### src/rtl/cache_arb_pkg.sv
// Shared encodings for the cache bus arbiter: read/write-buffer states,
// requester indices and the latched read request.
package cache_arb_pkg;

  typedef enum logic [1:0] {
    R_IDLE = 2'd0,
    R_REQ  = 2'd1,
    R_DATA = 2'd2
  } rd_state_e;

  typedef enum logic {
    W_EMPTY = 1'b0,
    W_FULL  = 1'b1
  } wr_state_e;

  localparam logic REQ_ICACHE = 1'b0;
  localparam logic REQ_DCACHE = 1'b1;

  typedef struct packed {
    logic [31:0] addr;
    logic [1:0]  size;
    logic        burst;
  } rd_req_t;

endpackage

### src/rtl/cache_wr_buf.sv
// Single-entry dcache write buffer; exposes the buffered address and full
// flag so the arbiter can block reads that hit the pending line.
module cache_wr_buf
  import cache_arb_pkg::*;
#(
  parameter int LW = 128
) (
  input  logic          clk,
  input  logic          resetn,
  input  logic          d_wr_req,
  input  logic [31:0]   d_wr_addr,
  input  logic [3:0]    d_wr_strb,
  input  logic [1:0]    d_wr_size,
  input  logic          d_wr_burst,
  input  logic [LW-1:0] d_wr_data,
  output logic          d_wr_rdy,
  output logic [3:0]    m_wr_strb,
  output logic [1:0]    m_wr_size,
  output logic          m_wr_burst,
  output logic [LW-1:0] m_wr_data,
  input  logic          m_wr_rdy,
  output logic [31:0]   buf_addr,
  output logic          buf_full
);

  wr_state_e state, state_nxt;
  logic      capture;

  // a request arriving while full is dropped, not queued
  assign capture = (state == W_EMPTY) && d_wr_req;

  always_ff @(posedge clk or negedge resetn) begin
    if (!resetn) state <= W_EMPTY;
    else         state <= state_nxt;
  end

  always_ff @(posedge clk or negedge resetn) begin
    if (!resetn) begin
      buf_addr   <= '0;
      m_wr_strb  <= '0;
      m_wr_size  <= '0;
      m_wr_burst <= 1'b0;
      m_wr_data  <= '0;
    end else if (capture) begin
      buf_addr   <= d_wr_addr;
      m_wr_strb  <= d_wr_strb;
      m_wr_size  <= d_wr_size;
      m_wr_burst <= d_wr_burst;
      m_wr_data  <= d_wr_data;
    end
  end

  always_comb begin
    state_nxt = state;
    case (state)
      W_EMPTY: if (d_wr_req) state_nxt = W_FULL;
      W_FULL:  if (m_wr_rdy) state_nxt = W_EMPTY;
      default: state_nxt = W_EMPTY;
    endcase
  end

  assign buf_full = (state == W_FULL);
  assign d_wr_rdy = (state == W_EMPTY);

endmodule

### src/rtl/cache_bus_arb.sv
// Arbitrates icache/dcache reads onto one memory read port (one outstanding)
// and buffers dcache writes. CACHE_ARB_RR_EN selects round-robin arbitration.
module cache_bus_arb
  import cache_arb_pkg::*;
#(
  parameter int BYTES_PER_LINE = 16,
  parameter int OFFSET_WIDTH   = $clog2(BYTES_PER_LINE)
) (
  input  logic                        clk,
  input  logic                        resetn,
  input  logic                        i_rd_req,
  input  logic [31:0]                 i_rd_addr,
  input  logic [1:0]                  i_rd_size,
  input  logic                        i_burst,
  input  logic                        d_rd_req,
  input  logic [31:0]                 d_rd_addr,
  input  logic [1:0]                  d_rd_size,
  input  logic                        d_burst,
  output logic                        i_rd_rdy,
  output logic                        i_ret_valid,
  output logic                        i_ret_last,
  output logic [31:0]                 i_ret_data,
  output logic                        d_rd_rdy,
  output logic                        d_ret_valid,
  output logic                        d_ret_last,
  output logic [31:0]                 d_ret_data,
  input  logic                        d_wr_req,
  input  logic [31:0]                 d_wr_addr,
  input  logic [3:0]                  d_wr_strb,
  input  logic [1:0]                  d_wr_size,
  input  logic                        d_wr_burst,
  input  logic [BYTES_PER_LINE*8-1:0] d_wr_data,
  output logic                        d_wr_rdy,
  output logic                        m_rd_req,
  output logic [31:0]                 m_rd_addr,
  output logic [1:0]                  m_rd_size,
  output logic                        m_burst,
  input  logic                        m_rd_rdy,
  input  logic                        m_ret_valid,
  input  logic                        m_ret_last,
  input  logic [31:0]                 m_ret_data,
  output logic                        m_wr_req,
  output logic [31:0]                 m_wr_addr,
  output logic [3:0]                  m_wr_strb,
  output logic [1:0]                  m_wr_size,
  output logic                        m_wr_burst,
  output logic [BYTES_PER_LINE*8-1:0] m_wr_data,
  input  logic                        m_wr_rdy
);

  localparam int LW = BYTES_PER_LINE * 8;

  rd_state_e   rd_state, rd_state_nxt;
  logic        owner;
  rd_req_t     rd_lat;
  logic [31:0] wb_addr;
  logic        wb_full;
  logic [1:0]  hazard, elig;
  logic        grant, win;

  cache_wr_buf #(.LW(LW)) u_wr_buf (
    .clk        (clk),
    .resetn     (resetn),
    .d_wr_req   (d_wr_req),
    .d_wr_addr  (d_wr_addr),
    .d_wr_strb  (d_wr_strb),
    .d_wr_size  (d_wr_size),
    .d_wr_burst (d_wr_burst),
    .d_wr_data  (d_wr_data),
    .d_wr_rdy   (d_wr_rdy),
    .m_wr_strb  (m_wr_strb),
    .m_wr_size  (m_wr_size),
    .m_wr_burst (m_wr_burst),
    .m_wr_data  (m_wr_data),
    .m_wr_rdy   (m_wr_rdy),
    .buf_addr   (wb_addr),
    .buf_full   (wb_full)
  );

  assign m_wr_req  = wb_full;
  assign m_wr_addr = wb_addr;

  // registered full flag: a drain only unblocks the line one cycle later
  assign hazard[REQ_ICACHE] = wb_full && (i_rd_addr[31:OFFSET_WIDTH] == wb_addr[31:OFFSET_WIDTH]);
  assign hazard[REQ_DCACHE] = wb_full && (d_rd_addr[31:OFFSET_WIDTH] == wb_addr[31:OFFSET_WIDTH]);
  assign elig[REQ_ICACHE]   = i_rd_req && !hazard[REQ_ICACHE];
  assign elig[REQ_DCACHE]   = d_rd_req && !hazard[REQ_DCACHE];
  assign grant              = (rd_state == R_IDLE) && (|elig);

`ifdef CACHE_ARB_RR_EN
  logic rr_ptr;  // requester favoured on a tie

  assign win = (&elig) ? rr_ptr : elig[REQ_DCACHE];

  always_ff @(posedge clk or negedge resetn) begin
    if (!resetn)    rr_ptr <= REQ_DCACHE;
    else if (grant) rr_ptr <= ~win;
  end
`else
  assign win = elig[REQ_DCACHE] ? REQ_DCACHE : REQ_ICACHE;
`endif

  always_ff @(posedge clk or negedge resetn) begin
    if (!resetn) begin
      rd_state <= R_IDLE;
      owner    <= REQ_ICACHE;
      rd_lat   <= '0;
    end else begin
      rd_state <= rd_state_nxt;
      if (grant) begin
        owner  <= win;
        rd_lat <= (win == REQ_DCACHE) ? '{d_rd_addr, d_rd_size, d_burst}
                                      : '{i_rd_addr, i_rd_size, i_burst};
      end
    end
  end

  assign m_rd_addr = rd_lat.addr;
  assign m_rd_size = rd_lat.size;
  assign m_burst   = rd_lat.burst;

  always_comb begin
    rd_state_nxt = rd_state;
    m_rd_req     = 1'b0;
    i_rd_rdy     = 1'b0;
    d_rd_rdy     = 1'b0;
    i_ret_valid  = 1'b0;
    i_ret_last   = 1'b0;
    i_ret_data   = '0;
    d_ret_valid  = 1'b0;
    d_ret_last   = 1'b0;
    d_ret_data   = '0;
    case (rd_state)
      R_IDLE: if (grant) rd_state_nxt = R_REQ;
      R_REQ: begin
        m_rd_req = 1'b1;
        if (owner == REQ_DCACHE) d_rd_rdy = m_rd_rdy;
        else                     i_rd_rdy = m_rd_rdy;
        if (m_rd_rdy) rd_state_nxt = R_DATA;
      end
      R_DATA: begin
        if (owner == REQ_DCACHE) begin
          d_ret_valid = m_ret_valid;
          d_ret_last  = m_ret_last;
          d_ret_data  = m_ret_data;
        end else begin
          i_ret_valid = m_ret_valid;
          i_ret_last  = m_ret_last;
          i_ret_data  = m_ret_data;
        end
        if (m_ret_valid && m_ret_last) rd_state_nxt = R_IDLE;
      end
      default: rd_state_nxt = R_IDLE;
    endcase
  end

endmodule

### config.mk
export PLATFORM = sky130hd
export DESIGN_NAME = cache_bus_arb
export DESIGN_NICKNAME = d
export VERILOG_FILES = /design/src/rtl/cache_arb_pkg.sv /design/src/rtl/cache_wr_buf.sv /design/src/rtl/cache_bus_arb.sv
export SDC_FILE = /design/constraint.sdc
export NUM_CORES = 1
export LEC_CHECK = 0
export ABC_AREA = 0
export BUFFER_PORTS_ARGS = -buffer_cell sky130_fd_sc_hd__buf_2
export CAP_MARGIN = 10
export CORE_AREA = 2 2 215 217
export CTS_BUF_LIST = sky130_fd_sc_hd__clkbuf_16
export CTS_CLUSTER_DIAMETER = 100
export CTS_CLUSTER_SIZE = 10
export DETAILED_ROUTE_END_ITERATION = 16
export DIE_AREA = 0 0 217 219
export GPL_ROUTABILITY_DRIVEN = 0
export MAX_ROUTING_LAYER = met4
export PLACE_DENSITY = 0.45
export SYNTH_ARGS = -nofsm -noshare
export SYNTH_HDL_FRONTEND = slang
export SYNTH_SLANG_ARGS = --single-unit
### constraint.sdc
create_clock -name clk -period 1.95 [get_ports clk]
set_input_delay 0.39 -clock clk [delete_from_list [all_inputs] [get_ports clk]]
set_output_delay 0.39 -clock clk [all_outputs]
set_load 0.005 [all_outputs]
-- Yosys cells after proc, flatten, opt, wreduce, memory -nomap -nowiden
Index checks and enable logic that the tools add are counted.
- logic and storage cells: 57
- register bits: 206
- input port bits: 278
- output and inout bits: 275
- equal/unequal tests: 7
- muxes and demuxes: 26
- bitwise operators: 1
- reductions and logical operators: 12
- operators by type and width (kind ; count):
    $mux W32 ; 4
    $eq A28 B28 Y1 ; 2
    $mux W35 ; 1
    $mux W1 ; 16
    $logic_and A1 B1 Y1 ; 7
    $mux W2 ; 3
    $ne A2 B2 Y1 const B ; 3
    $pmux W2 S3 ; 1
    $reduce_and A3 Y1 ; 1
    $eq A2 B1 Y1 const B ; 1
    $eq A2 B2 Y1 const B ; 1
    $logic_not A1 Y1 ; 2
    $logic_not A2 Y1 ; 1
    $pmux W1 S2 ; 1
    $reduce_or A2 Y1 ; 1
    $not A1 Y1 ; 1

-- Longest topological paths before layout
- word-level depth: 8
- mapped depth: 8
- depth with buffers taken out: 6

-- Hierarchy
From an unflattened synthesis, not the netlist that was laid out.
- cells, all modules: 716
- area, all modules: 9651.8 µm²
- modules (own cells, without submodules) (module ; sequential area each (µm²) ; times used ; cells each ; area each (µm²)):
    cache_wr_buf ; 4204.0 ; 1 ; 357 ; 6703.9
    cache_bus_arb ; 950.9 ; 1 ; 359 ; 2947.8

-- Worst setup path before layout
Ideal clock, no wire load.
- path kind: register to register
- start point: register u_wr_buf.buf_addr[4]
- end point: register rd_lat, in the netlist m_burst
- period minus slack after synthesis: 2089 ps
- setup time: 134 ps
- buffers on the path: 1
- cell stages (with the launch flop): 8
- arrival: 1955 ps
- data required time: 1816 ps
- slack: -139 ps
- cell sequence: dfrtp_1 > xor2_1 > a2111o_1 > nor4_2 > a21oi_1 > a31oi_2 > buf_2 > a222oi_1
- longest elaborated chain between the ends: 6
- elaborated cells on any way between the ends: 12
- classes of those cells: eq/ne (2); mux (2); reduce/logical (8)
- ends and longest elaborated chain (item ; RTL line ; source):
    from (decl) ; cache_wr_buf.sv:22 ; output logic [31:0] buf_addr,
    from (signal assigned) ; cache_wr_buf.sv:45 ; buf_addr <= d_wr_addr;
    $eq A28 B28 Y1 (on tied branches) ; cache_bus_arb.sv:85, cache_bus_arb.sv:84 ;
    $logic_and A1 B1 Y1 (on tied branches) ; cache_bus_arb.sv:85, cache_bus_arb.sv:84 ;
    $logic_not A1 Y1 (on tied branches) ; cache_bus_arb.sv:87, cache_bus_arb.sv:86 ;
    $logic_and A1 B1 Y1 (on tied branches) ; cache_bus_arb.sv:87, cache_bus_arb.sv:86 ;
    $mux W1 / $reduce_or A2 Y1 (equally long branches) ; cache_bus_arb.sv:100, cache_bus_arb.sv:88 ;
    $mux W35 / $logic_and A1 B1 Y1 (equally long branches) ; cache_bus_arb.sv:112, cache_bus_arb.sv:88 ;
    to (signal assigned) ; cache_bus_arb.sv:112 ; rd_lat <= (win == REQ_DCACHE) ? '{d_rd_addr, d_rd_size, d_burst}
    to (decl) ; cache_bus_arb.sv:55 ; rd_req_t rd_lat;
Parallel ways exist; a longest one is shown, timed or not.
A chain may end at the register's enable or synchronous reset.

-- Final worst setup path
- start point: register u_wr_buf.buf_addr[20]
- end point: register rd_lat, in the netlist m_rd_addr[14]
Same word-level chain as after synthesis.

==> impl_results.md <==
- Outcome: complete, but fails checks
- Failing checks: negative setup slack
- Top routing layer in use: met4
- Fill cells: 4649
- Slew Viols, Final: 0
- CTS tree: done
- Core area: 45090 um^2
- Clk pin slew, worst setup/hold paths: 0.06 ns
- Final Cell Area: 14860 um^2
- Post-DRT Antenna Nets: 0
- Drt drc: 0
- Setup violators final: 104
- Area grow syn2layout: 62.81%
- Die X-Extent: 217 um
- Clk_lat worst skew: 0.53 ns
- # IOs: 553
- Sequential element share of the synthesized area: 0.5646
- Full die area: 47520 um^2
- VDD IR max: 0.5680 mV
- Initial antenna violation count: 14
- Worst Hold Class: in2reg
- Synthesized Nets: 993
- Drt pass-1 iters: 6
- Slew @ Worst Pin: 0.3647 ns
- Fin. Hold Viols: 0
- Commonest non-fill, non-tap cell in the layout: buf_2
- Post-Synthesis Cells: 715
- Initial core utilization: 0.2025
- Yosys warns: 0
- Iteration-0 DRC Markers: 466
- Root buf cell: clkbuf_16
- Final wirelength: 38880 um
- Crit Path Class: reg2reg
- CTS Buffer Depth: 3
- Final hold slack: 0.03464 ns
- H-Tree Depth: 1
- Maximum fanout along the worst path: 8
- Met2 routed WL: 20950 um
- Crit path DAT: 2.66 ns
- Leakage: 0.007503 uW
- Largest net degree at the start of global routing: 54
- Seq cells post-synth: 206
- Unique cell type count in the Yosys netlist: 29
- Share of layout cells above drive strength 1: 0.6640
- CTS Buf Count: 24
- Setup crit end kind: flip-flop
- Clock sinks: 206
- Skew final: 0.01935 ns
- Met3 WL: 3204 um
- Most frequent cells in the layout: buf_2, dfrtp_1, mux2_2
- Final WS setup: -0.3031 ns
- Fmax: 0.4438 GHz
- WL per Instance: 19.68 um
- Crit share post-route: 1.155
- Vert. Die Dim: 219 um
- IO Port Bufs: 552
- Vias: 8132
- Max-cap violations: 0
- Total Routing Usage GR: 0.1596
- Detail Placement HPWL: 30300 um
- Slew HR: 0.7569
- WL met1: 14040 um
- Cell area after placement: 13360 um^2
- RSZ-0062 raised after global routing: yes
- CP startpoint kind: flip-flop
- GRT Residual Overflow: 0
- WP data required: 2.35 ns
- Setup_tns: -22.63 ns
- Vias in the first global route: 8560
- Via density: 4.115
- Syn avg cell area: 12.77 um^2
- Area of the mapped netlist: 9130 um^2
- Nets: 1647
- PwrDens: 1141 nW/um^2
- Area occupied by multi-input gates: 3616 um^2
- First-pass GRT wire length: 54860 um
- Tmin final: 2.253 ns
- Seq. cell area: 5156 um^2
- FP Rows: 78
## sequential cells by signal, summed over array words and instances, names as in the netlist
| name | count |
|---|---|
| u_wr_buf.buf_addr | 32 |
| owner | 1 |
| rd_state | 2 |
| u_wr_buf.m_wr_burst | 1 |
| m_rd_addr | 32 |
| m_burst | 1 |
| u_wr_buf.m_wr_data | 128 |
| u_wr_buf.m_wr_strb | 4 |
| m_rd_size | 2 |
| u_wr_buf.m_wr_size | 2 |
| u_wr_buf.buf_full | 1 |
## cell families (layout without fill, tap and decap cells)
group	after synthesis	in the layout	synth area share
AOI/OAI and AO/OA	44	44	0.04632
xor gates and xnor gates	55	55	0.05276
buffers and inverters	144	798	0.06345
DFF	206	206	0.5646
muxes	167	167	0.2060
other	0	7	0
and+or+nand+nor	99	99	0.06688
## cells in the mapped netlist
master | instances | area share
xor2_1 | 14 | 0.013
a31oi_2 | 1 | 0.0014
o21ai_0 | 1 | 0.00055
o21bai_1 | 2 | 0.0016
mux2_2 | 167 | 0.21
xnor2_1 | 41 | 0.039
clkbuf_1 | 20 | 0.0082
buf_1 | 5 | 0.0021
nor2b_1 | 2 | 0.0014
a2111o_1 | 1 | 0.0012
nand2_1 | 5 | 0.0021
buf_6 | 4 | 0.0049
nand3_1 | 1 | 0.00055
nor4_2 | 1 | 0.0014
a222oi_1 | 35 | 0.038
a21oi_1 | 1 | 0.00055
a211o_1 | 1 | 0.00096
and2_1 | 68 | 0.047
nor3b_1 | 2 | 0.0016
nand4_1 | 10 | 0.0069
and3_1 | 1 | 0.00069
inv_1 | 108 | 0.044
nor2_1 | 3 | 0.0012
o211ai_1 | 1 | 0.00082
a21boi_0 | 1 | 0.00082
dfrtp_1 | 206 | 0.56
buf_2 | 7 | 0.0038
nor4_1 | 5 | 0.0034
and4b_1 | 1 | 0.0011
## power by group
| group | total (uW) | internal (uW) | switching, uW |
|---|---|---|---|
| sequential | 6160 | 5440 | 726 |
| combinational | 6700 | 3830 | 2870 |
| clock | 4100 | 2370 | 1730 |
| total | 17000 | 11600 | 5330 |
## path summary, 6_finish.rpt
check,startpoint,endpoint,depth (start not counted),slack [ns]
hold / removal,m_wr_rdy,u_wr_buf.buf_full,2,0.03
hold reg to reg,u_wr_buf.m_wr_data[119],u_wr_buf.m_wr_data[119],1,0.50
setup reg to reg,u_wr_buf.buf_addr[20],m_rd_addr[14],10,-0.30
max in group asynchronous,resetn,rd_state[0],3,0.94
min in group asynchronous,resetn,u_wr_buf.m_wr_data[22],2,0.35
setup / recovery,u_wr_buf.buf_addr[20],m_rd_addr[14],10,-0.30
## layout make-up
cell class                 instances  share of cell area
inverter                         108             0.02727
antenna                            7            0.001178
multi-input combinational        365              0.2433
clock inverter                     1            0.002020
tap                              600             0.05050
sequential                       206              0.3469
clock buffer                      25             0.04209
timing repair buffer             664              0.2868
## metal layers
| metal | track usage | vias to the layer above |
|---|---|---|
| met5 | - | - |
| met4 | 0.03630 | 0 |
| met3 | 0.03964 | 45 |
| met2 | 0.2983 | 418 |
| met1 | 0.1686 | 3944 |
| li1 | - | 3725 |
## per-stage QoR
step                total power, uW  std cells    util  setup WS [ns]
finish                        16960       1976  0.3297        -0.3031
global route                  17980       1976  0.3297        -0.3786
CTS                           16890       1962  0.3221        -0.3178
detailed placement            11800       1916  0.2962        -0.6647
global placement              11760       1916  0.2962        -0.5785
floorplan                      8556        715       -        0.01320
## worst max-delay path, cell delays in order, from the launching register on
cell and delay (ns):
dfrtp_1 0.40, buf_6 0.13, xor2_2 0.18, nor4_4 0.37, buf_4 0.17, nand4_1 0.11, buf_4 0.17, a31oi_4 0.17
buf_12 0.18, clkbuf_16 0.17, a222oi_1 0.08
## what timing repair did
item | in CTS | in global routing
gates resized for setup | 51 | 53
buffers inserted | 13 | 8
gates cloned | 6 | 4
setup endpoints to repair | 107 | 108
endpoints found under the hold margin | 35 | 0
hold buffers | 1 | 0
pin swaps | 20 | 23
Note: power is estimated with default switching activity, not from simulation.
